$ cat src/rtl/retire_perf_monitor.sv
`default_nettype none
// ============================================================================
//  Module   : retire_perf_monitor
//  Purpose  : Commit-stream monitor on the core retire port(s). Counts RUN
//             cycles and retired instructions by class across CHANNELS lanes,
//             detects end-of-test (halt instruction), retire-free hangs and a
//             global cycle timeout, and freezes its counters on termination.
//  Ports    : clk, rst (sync, active-high)
//             start_i                      begin / restart monitoring
//             ret_valid_i [CHANNELS]       lane i retires this cycle
//             ret_pc_i    [CHANNELS*XLEN]  PC of lane i
//             ret_instr_i [CHANNELS*32]    instruction word of lane i
//             ret_kind_i  [CHANNELS*2]     00 ALU, 01 load, 10 store, 11 branch
//             state_o                      00 IDLE, 01 RUN, 10 DONE, 11 FAULT
//             done_o / hung_o / timeout_o  sticky termination cause
//             cycle/instr/load/store/branch_cnt_o, max_stall_o  [CNT_W]
//             halt_pc_o [XLEN]             PC of the retiring halt
//  Revision : 1.0 - initial release
// ============================================================================
module retire_perf_monitor #(
  parameter int          XLEN        = 32,
  parameter int          CHANNELS    = 1,
  parameter int          CNT_W       = 64,
  parameter logic [31:0] HALT_INSTR  = 32'h0000006f,
  parameter int          STALL_LIMIT = 1024,
  parameter int          MAX_CYCLES  = 100000
) (
  input  logic                     clk,
  input  logic                     rst,
  input  logic                     start_i,
  input  logic [CHANNELS-1:0]      ret_valid_i,
  input  logic [CHANNELS*XLEN-1:0] ret_pc_i,
  input  logic [CHANNELS*32-1:0]   ret_instr_i,
  input  logic [CHANNELS*2-1:0]    ret_kind_i,
  output logic [1:0]               state_o,
  output logic                     done_o,
  output logic                     hung_o,
  output logic                     timeout_o,
  output logic [CNT_W-1:0]         cycle_cnt_o,
  output logic [CNT_W-1:0]         instr_cnt_o,
  output logic [CNT_W-1:0]         load_cnt_o,
  output logic [CNT_W-1:0]         store_cnt_o,
  output logic [CNT_W-1:0]         branch_cnt_o,
  output logic [XLEN-1:0]          halt_pc_o,
  output logic [CNT_W-1:0]         max_stall_o
);

  localparam int PW = $clog2(CHANNELS + 1);
  // Limit comparisons are done at least 32 bits wide so a narrow CNT_W never
  // truncates the limit (a truncated limit of 0 would fire spuriously).
  localparam int CW = (CNT_W > 32) ? CNT_W : 32;

  typedef enum logic [1:0] {
    S_IDLE  = 2'b00,
    S_RUN   = 2'b01,
    S_DONE  = 2'b10,
    S_FAULT = 2'b11
  } state_t;

  state_t r_state, w_state_next;

  logic [CNT_W-1:0] r_cycle, r_instr, r_load, r_store, r_branch;
  logic [CNT_W-1:0] r_stall, r_max_stall;
  logic [XLEN-1:0]  r_halt_pc;
  logic             r_done, r_hung, r_timeout;

  logic [PW-1:0]    w_n_instr, w_n_load, w_n_store, w_n_branch;
  logic             w_halt;
  logic [XLEN-1:0]  w_halt_pc;
  logic [CNT_W-1:0] w_cycle_next, w_stall_next, w_max_next;
  logic             w_hang, w_tmo;

  // Saturating add of a small popcount onto a counter.
  function automatic logic [CNT_W-1:0] sat_add(input logic [CNT_W-1:0] a,
                                               input logic [PW-1:0]    b);
    logic [CNT_W:0] s;
    s = {1'b0, a} + (CNT_W+1)'(b);
    return s[CNT_W] ? {CNT_W{1'b1}} : s[CNT_W-1:0];
  endfunction

  // Lane scan in program order: once a halt has been accepted, all younger
  // lanes are discarded. The halt lane itself is counted.
  always_comb begin
    w_n_instr  = '0;
    w_n_load   = '0;
    w_n_store  = '0;
    w_n_branch = '0;
    w_halt     = 1'b0;
    w_halt_pc  = '0;
    for (int i = 0; i < CHANNELS; i++) begin
      if (ret_valid_i[i] && !w_halt) begin
        w_n_instr = w_n_instr + PW'(1);
        case (ret_kind_i[i*2 +: 2])
          2'b01:   w_n_load   = w_n_load + PW'(1);
          2'b10:   w_n_store  = w_n_store + PW'(1);
          2'b11:   w_n_branch = w_n_branch + PW'(1);
          default: ;
        endcase
        if (ret_instr_i[i*32 +: 32] == HALT_INSTR) begin
          w_halt    = 1'b1;
          w_halt_pc = ret_pc_i[i*XLEN +: XLEN];
        end
      end
    end
  end

  // Any valid lane (even a discarded one) breaks a stall run.
  always_comb begin
    w_cycle_next = sat_add(r_cycle, PW'(1));
    w_stall_next = (|ret_valid_i) ? '0 : sat_add(r_stall, PW'(1));
    w_max_next   = (w_stall_next > r_max_stall) ? w_stall_next : r_max_stall;
    w_hang       = (CW'(w_stall_next) == CW'(STALL_LIMIT));
    w_tmo        = (CW'(w_cycle_next) == CW'(MAX_CYCLES));
  end

  always_ff @(posedge clk) begin
    if (rst) r_state <= S_IDLE;
    else     r_state <= w_state_next;
  end

  always_comb begin
    w_state_next = r_state;
    case (r_state)
      S_IDLE:  if (start_i) w_state_next = S_RUN;
      S_RUN: begin
        if (w_halt)               w_state_next = S_DONE;
        else if (w_hang || w_tmo) w_state_next = S_FAULT;
      end
      S_DONE,
      S_FAULT: if (start_i) w_state_next = S_RUN;
      default: w_state_next = S_IDLE;
    endcase
  end

  // Counters run only in RUN; a start from any non-RUN state clears them so
  // the new RUN begins from zero.
  always_ff @(posedge clk) begin
    if (rst || ((r_state != S_RUN) && start_i)) begin
      r_cycle     <= '0;
      r_instr     <= '0;
      r_load      <= '0;
      r_store     <= '0;
      r_branch    <= '0;
      r_stall     <= '0;
      r_max_stall <= '0;
      r_halt_pc   <= '0;
      r_done      <= 1'b0;
      r_hung      <= 1'b0;
      r_timeout   <= 1'b0;
    end else if (r_state == S_RUN) begin
      r_cycle     <= w_cycle_next;
      r_instr     <= sat_add(r_instr, w_n_instr);
      r_load      <= sat_add(r_load, w_n_load);
      r_store     <= sat_add(r_store, w_n_store);
      r_branch    <= sat_add(r_branch, w_n_branch);
      r_stall     <= w_stall_next;
      r_max_stall <= w_max_next;
      if (w_halt) begin
        r_done    <= 1'b1;
        r_halt_pc <= w_halt_pc;
      end else if (w_hang) begin
        r_hung    <= 1'b1;
      end else if (w_tmo) begin
        r_timeout <= 1'b1;
      end
    end
  end

  assign state_o      = r_state;
  assign done_o       = r_done;
  assign hung_o       = r_hung;
  assign timeout_o    = r_timeout;
  assign cycle_cnt_o  = r_cycle;
  assign instr_cnt_o  = r_instr;
  assign load_cnt_o   = r_load;
  assign store_cnt_o  = r_store;
  assign branch_cnt_o = r_branch;
  assign halt_pc_o    = r_halt_pc;
  assign max_stall_o  = r_max_stall;

endmodule
`default_nettype wire

$ cat config.mk
export PLATFORM = sky130hd
export DESIGN_NAME = retire_perf_monitor
export DESIGN_NICKNAME = d
export VERILOG_FILES = /design/src/rtl/retire_perf_monitor.sv
export SDC_FILE = /design/constraint.sdc
export NUM_CORES = 1
export LEC_CHECK = 0
export ABC_AREA = 1
export BUFFER_PORTS_ARGS = -buffer_cell sky130_fd_sc_hd__buf_2
export CAP_MARGIN = 25
export CORE_MARGIN = 3
export CORE_UTILIZATION = 45
export CTS_CLUSTER_SIZE = 24
export DETAILED_ROUTE_END_ITERATION = 10
export PLACE_DENSITY = 0.75
export SKIP_CTS_REPAIR_TIMING = 1
export SLEW_MARGIN = 25
export SYNTH_ARGS = -nofsm -noshare
export SYNTH_HDL_FRONTEND = slang
export SYNTH_SLANG_ARGS = --single-unit
export TNS_END_PERCENT = 1
$ cat constraint.sdc
create_clock -name clk -period 8.1 [get_ports clk]
set_clock_uncertainty 0.1 [all_clocks]
set_input_delay 1.62 -clock clk [delete_from_list [all_inputs] [get_ports clk]]
set_output_delay 1.62 -clock clk [all_outputs]
set_load 0.05 [all_outputs]
==> summary.txt <==
Outcome
  – Status: complete, no violations

Critical path
  – Element type at the critical path start: flop
  – Reg-to-reg slack, setup: 2.68 ns
  – Worst-path fanout max: 64
  – Worst endpoint data arrival time: 5.83 ns
  – Critical Path RT: 8.51 ns
  – Crit. End Element: flop
  – Critical path class: flop to flop

Power
  – Power, Total: 0.00617 W
  – Lkg Pwr: 14.3 nW
  – Power Dens Cells: 177 nW/um^2
  – Maximum VDD drop: 164 uV

Synthesis
  – Synth Flop Type: dfxtp_1
  – Cell variety after synth: 59
  – Post-synth EDFFs: 0
  – Avg Inst Size Synth: 6.66 sq um
  – Synth Net Count: 4,663
  – Async SR Flop Fraction: 0
  – Most frequent cells after synthesis: nand2_1, inv_1, nor2_1
  – Flops & latches, synth: 485
  – Most common cell in the synthesized netlist: nand2_1
  – Synthesized netlist cell count: 4,519
  – Post-Synthesis Cell Area: 30,100 sq um
  – Sequential share of the synthesized area: 0.323
  – Largest cells by area after synthesis: dfxtp_1, nand2_1, inv_1
  – Yosys warns: 0
  – Synth top area share: 0.323
  – Yosys top cell by area: dfxtp_1

Floorplanning
  – Core ar.: 66,000 sq um
  – Height of the chip: 265 um
  – Ports: 491
  – Die Area: 70,000 sq um
  – Cell row count: 94
  – Starting Density: 0.456
  – Chip Width: 265 um

Global route
  – First-pass GRT wire length: 164,000 um
  – Total track usage: 0.290
  – Largest net degree at the start of global routing: 123
  – Remaining Overflow, GRT: 0
  – Number of global-route vias before repair: 29,300
  – Initial antenna violation count: 3

Layout
  – Layout fillers: 6,543
  – Nets: 5,072
  – Area Growth Syn to Fin: 16.2%
  – Storage cell area: 9710 sq um
  – Multi-input gate area: 17,400 sq um
  – Share of cells above drive strength 1: 0.163

Drt
  – DRT Pass-1 Iters: 6
  – Vias post-DR: 31,600
  – Post-DRT Antenna Nets: 0
  – Detailed Route Iter0 Violations: 2,732
  – Vias/cell: 5.41
  – WL/cell: 18.1 um
  – DR DRC count: 0
  – Drt total wl: 106,000 um

Place
  – Detailed Place HPWL: 81,000 um
  – Buffers on Ports: 490
  – Routability cong.: 0.988

Timing
  – Worst-Margin Slew: 1.02 ns
  – Slew margin rel.: 0.310
  – Min Tclk post-route: 5.42 ns
  – Period Utilization, post-route: 0.670
  – RSZ-0062 raised after global routing: false
  – Final setup vio count: 0
  – Hold slack final: 0.343 ns
  – Setup TNS Final: 0 ns
  – Final Max Slew Viols: 0
  – Fmax: 184 MHz
  – Hold Vio Cnt, Final: 0

Clocking
  – H-tree depth: 2
  – Clk_lat worst skew: 0.62 ns
  – Longest Clk Path Bufs: 3
  – Clock slew at reported path FFs: 0.06 ns
  – Number of clock sinks: 485
  – CTS Root Cell: clkbuf_16
  – CTS buffer count: 57
  – CTS tree: yes

Min path
  – Worst min path class: flop to flop

Job
  – Max_cap viols: 0
## per-stage QoR
step	std cells	area [sq um]	setup WS, ns	util
after floorplan	4519	30100	3.38	-
after global placement	5733	33100	2.32	0.502
after detailed placement	5733	33100	2.19	0.502
after CTS	5836	34900	2.67	0.530
after global routing	5836	34900	2.23	0.530
final	5838	35000	2.68	0.530
## worst paths after layout
path | start | to | cells past startpoint
min reg2reg | halt_pc_o[28] | halt_pc_o[28] | 2
max | r_stall[0] | max_stall_o[51] | 25
max reg2reg | r_stall[0] | max_stall_o[51] | 25
min | halt_pc_o[28] | halt_pc_o[28] | 2
## power breakdown
group          leakage [nW]  switching, W  internal, W  total, W
registers              3.92     0.0000976      0.00246   0.00256
clock network         0.898       0.00108      0.00146   0.00254
logic                  9.44      0.000775     0.000288   0.00106
total                  14.3       0.00196      0.00421   0.00617
## registers in the layout (all words and copies together) (netlist names), 2 cells and up
register and count:
load_cnt_o 64, branch_cnt_o 64, cycle_cnt_o 64, halt_pc_o 32, state_o 2, max_stall_o 64
store_cnt_o 64, r_stall 64, instr_cnt_o 64
## layout by cell type (no fill, tap or decap), types with 46 or more instances in the layout
| master | instances |
|---|---|
| a21oi_1 | 374 |
| a21oi_2 | 46 |
| buf_2 | 490 |
| clkbuf_16 | 57 |
| dfxtp_1 | 485 |
| ha_1 | 74 |
| inv_1 | 588 |
| nand2_1 | 890 |
| nand3_1 | 275 |
| nand4_1 | 134 |
| nor2_1 | 541 |
| nor3_1 | 152 |
| nor4_1 | 51 |
| o21ai_0 | 190 |
| xnor2_1 | 74 |
| xor2_1 | 166 |
## critical path, cell delays in order (launching register included)
cell     delay (ns)
dfxtp_1        0.49
ha_1           0.45
inv_2          0.08
nor2_4         0.17
nand2_4        0.10
nor2_8         0.20
nand2_4        0.13
nor2_2         0.17
nand2_1        0.31
nand3_1        0.26
nand2_1        0.11
inv_1          0.07
ha_1           0.14
nand2_1        0.08
inv_1          0.08
nand3_1        0.06
nor3_1         0.33
nand3_1        0.17
nor4_1         0.22
buf_4          0.21
nand2_1        0.20
nand3_4        0.50
buf_12         0.35
nand3_1        0.12
nand2_1        0.10
nor2_1         0.05
## routing by layer
metal  global-route usage  wire length (um)
met5                    0                 0
met4               0.0899              3370
met3               0.0689              9060
met2                0.492             49600
met1                0.366             43900
## final cells by class
cell class | instances | share of cell area
inverter | 607 | 0.0655
multi-input combinational | 3267 | 0.498
tap | 864 | 0.0309
clock buffer | 79 | 0.0463
timing repair buffer | 510 | 0.0750
clock inverter | 24 | 0.00609
sequential | 485 | 0.278
antenna | 2 | 0.000143
## kinds of logic after synthesis
group	after synthesis	synth area share
buffers and inverters	767	0.100
multiplexers	2	0.000666
XOR/XNOR	240	0.0699
adder cells (fa/ha/maj)	74	0.0308
flip-flops	485	0.323
AND/OR/NAND/NOR	2221	0.341
AO/OA/AOI/OAI	730	0.135
Note: power is estimated with default switching activity, not from simulation.
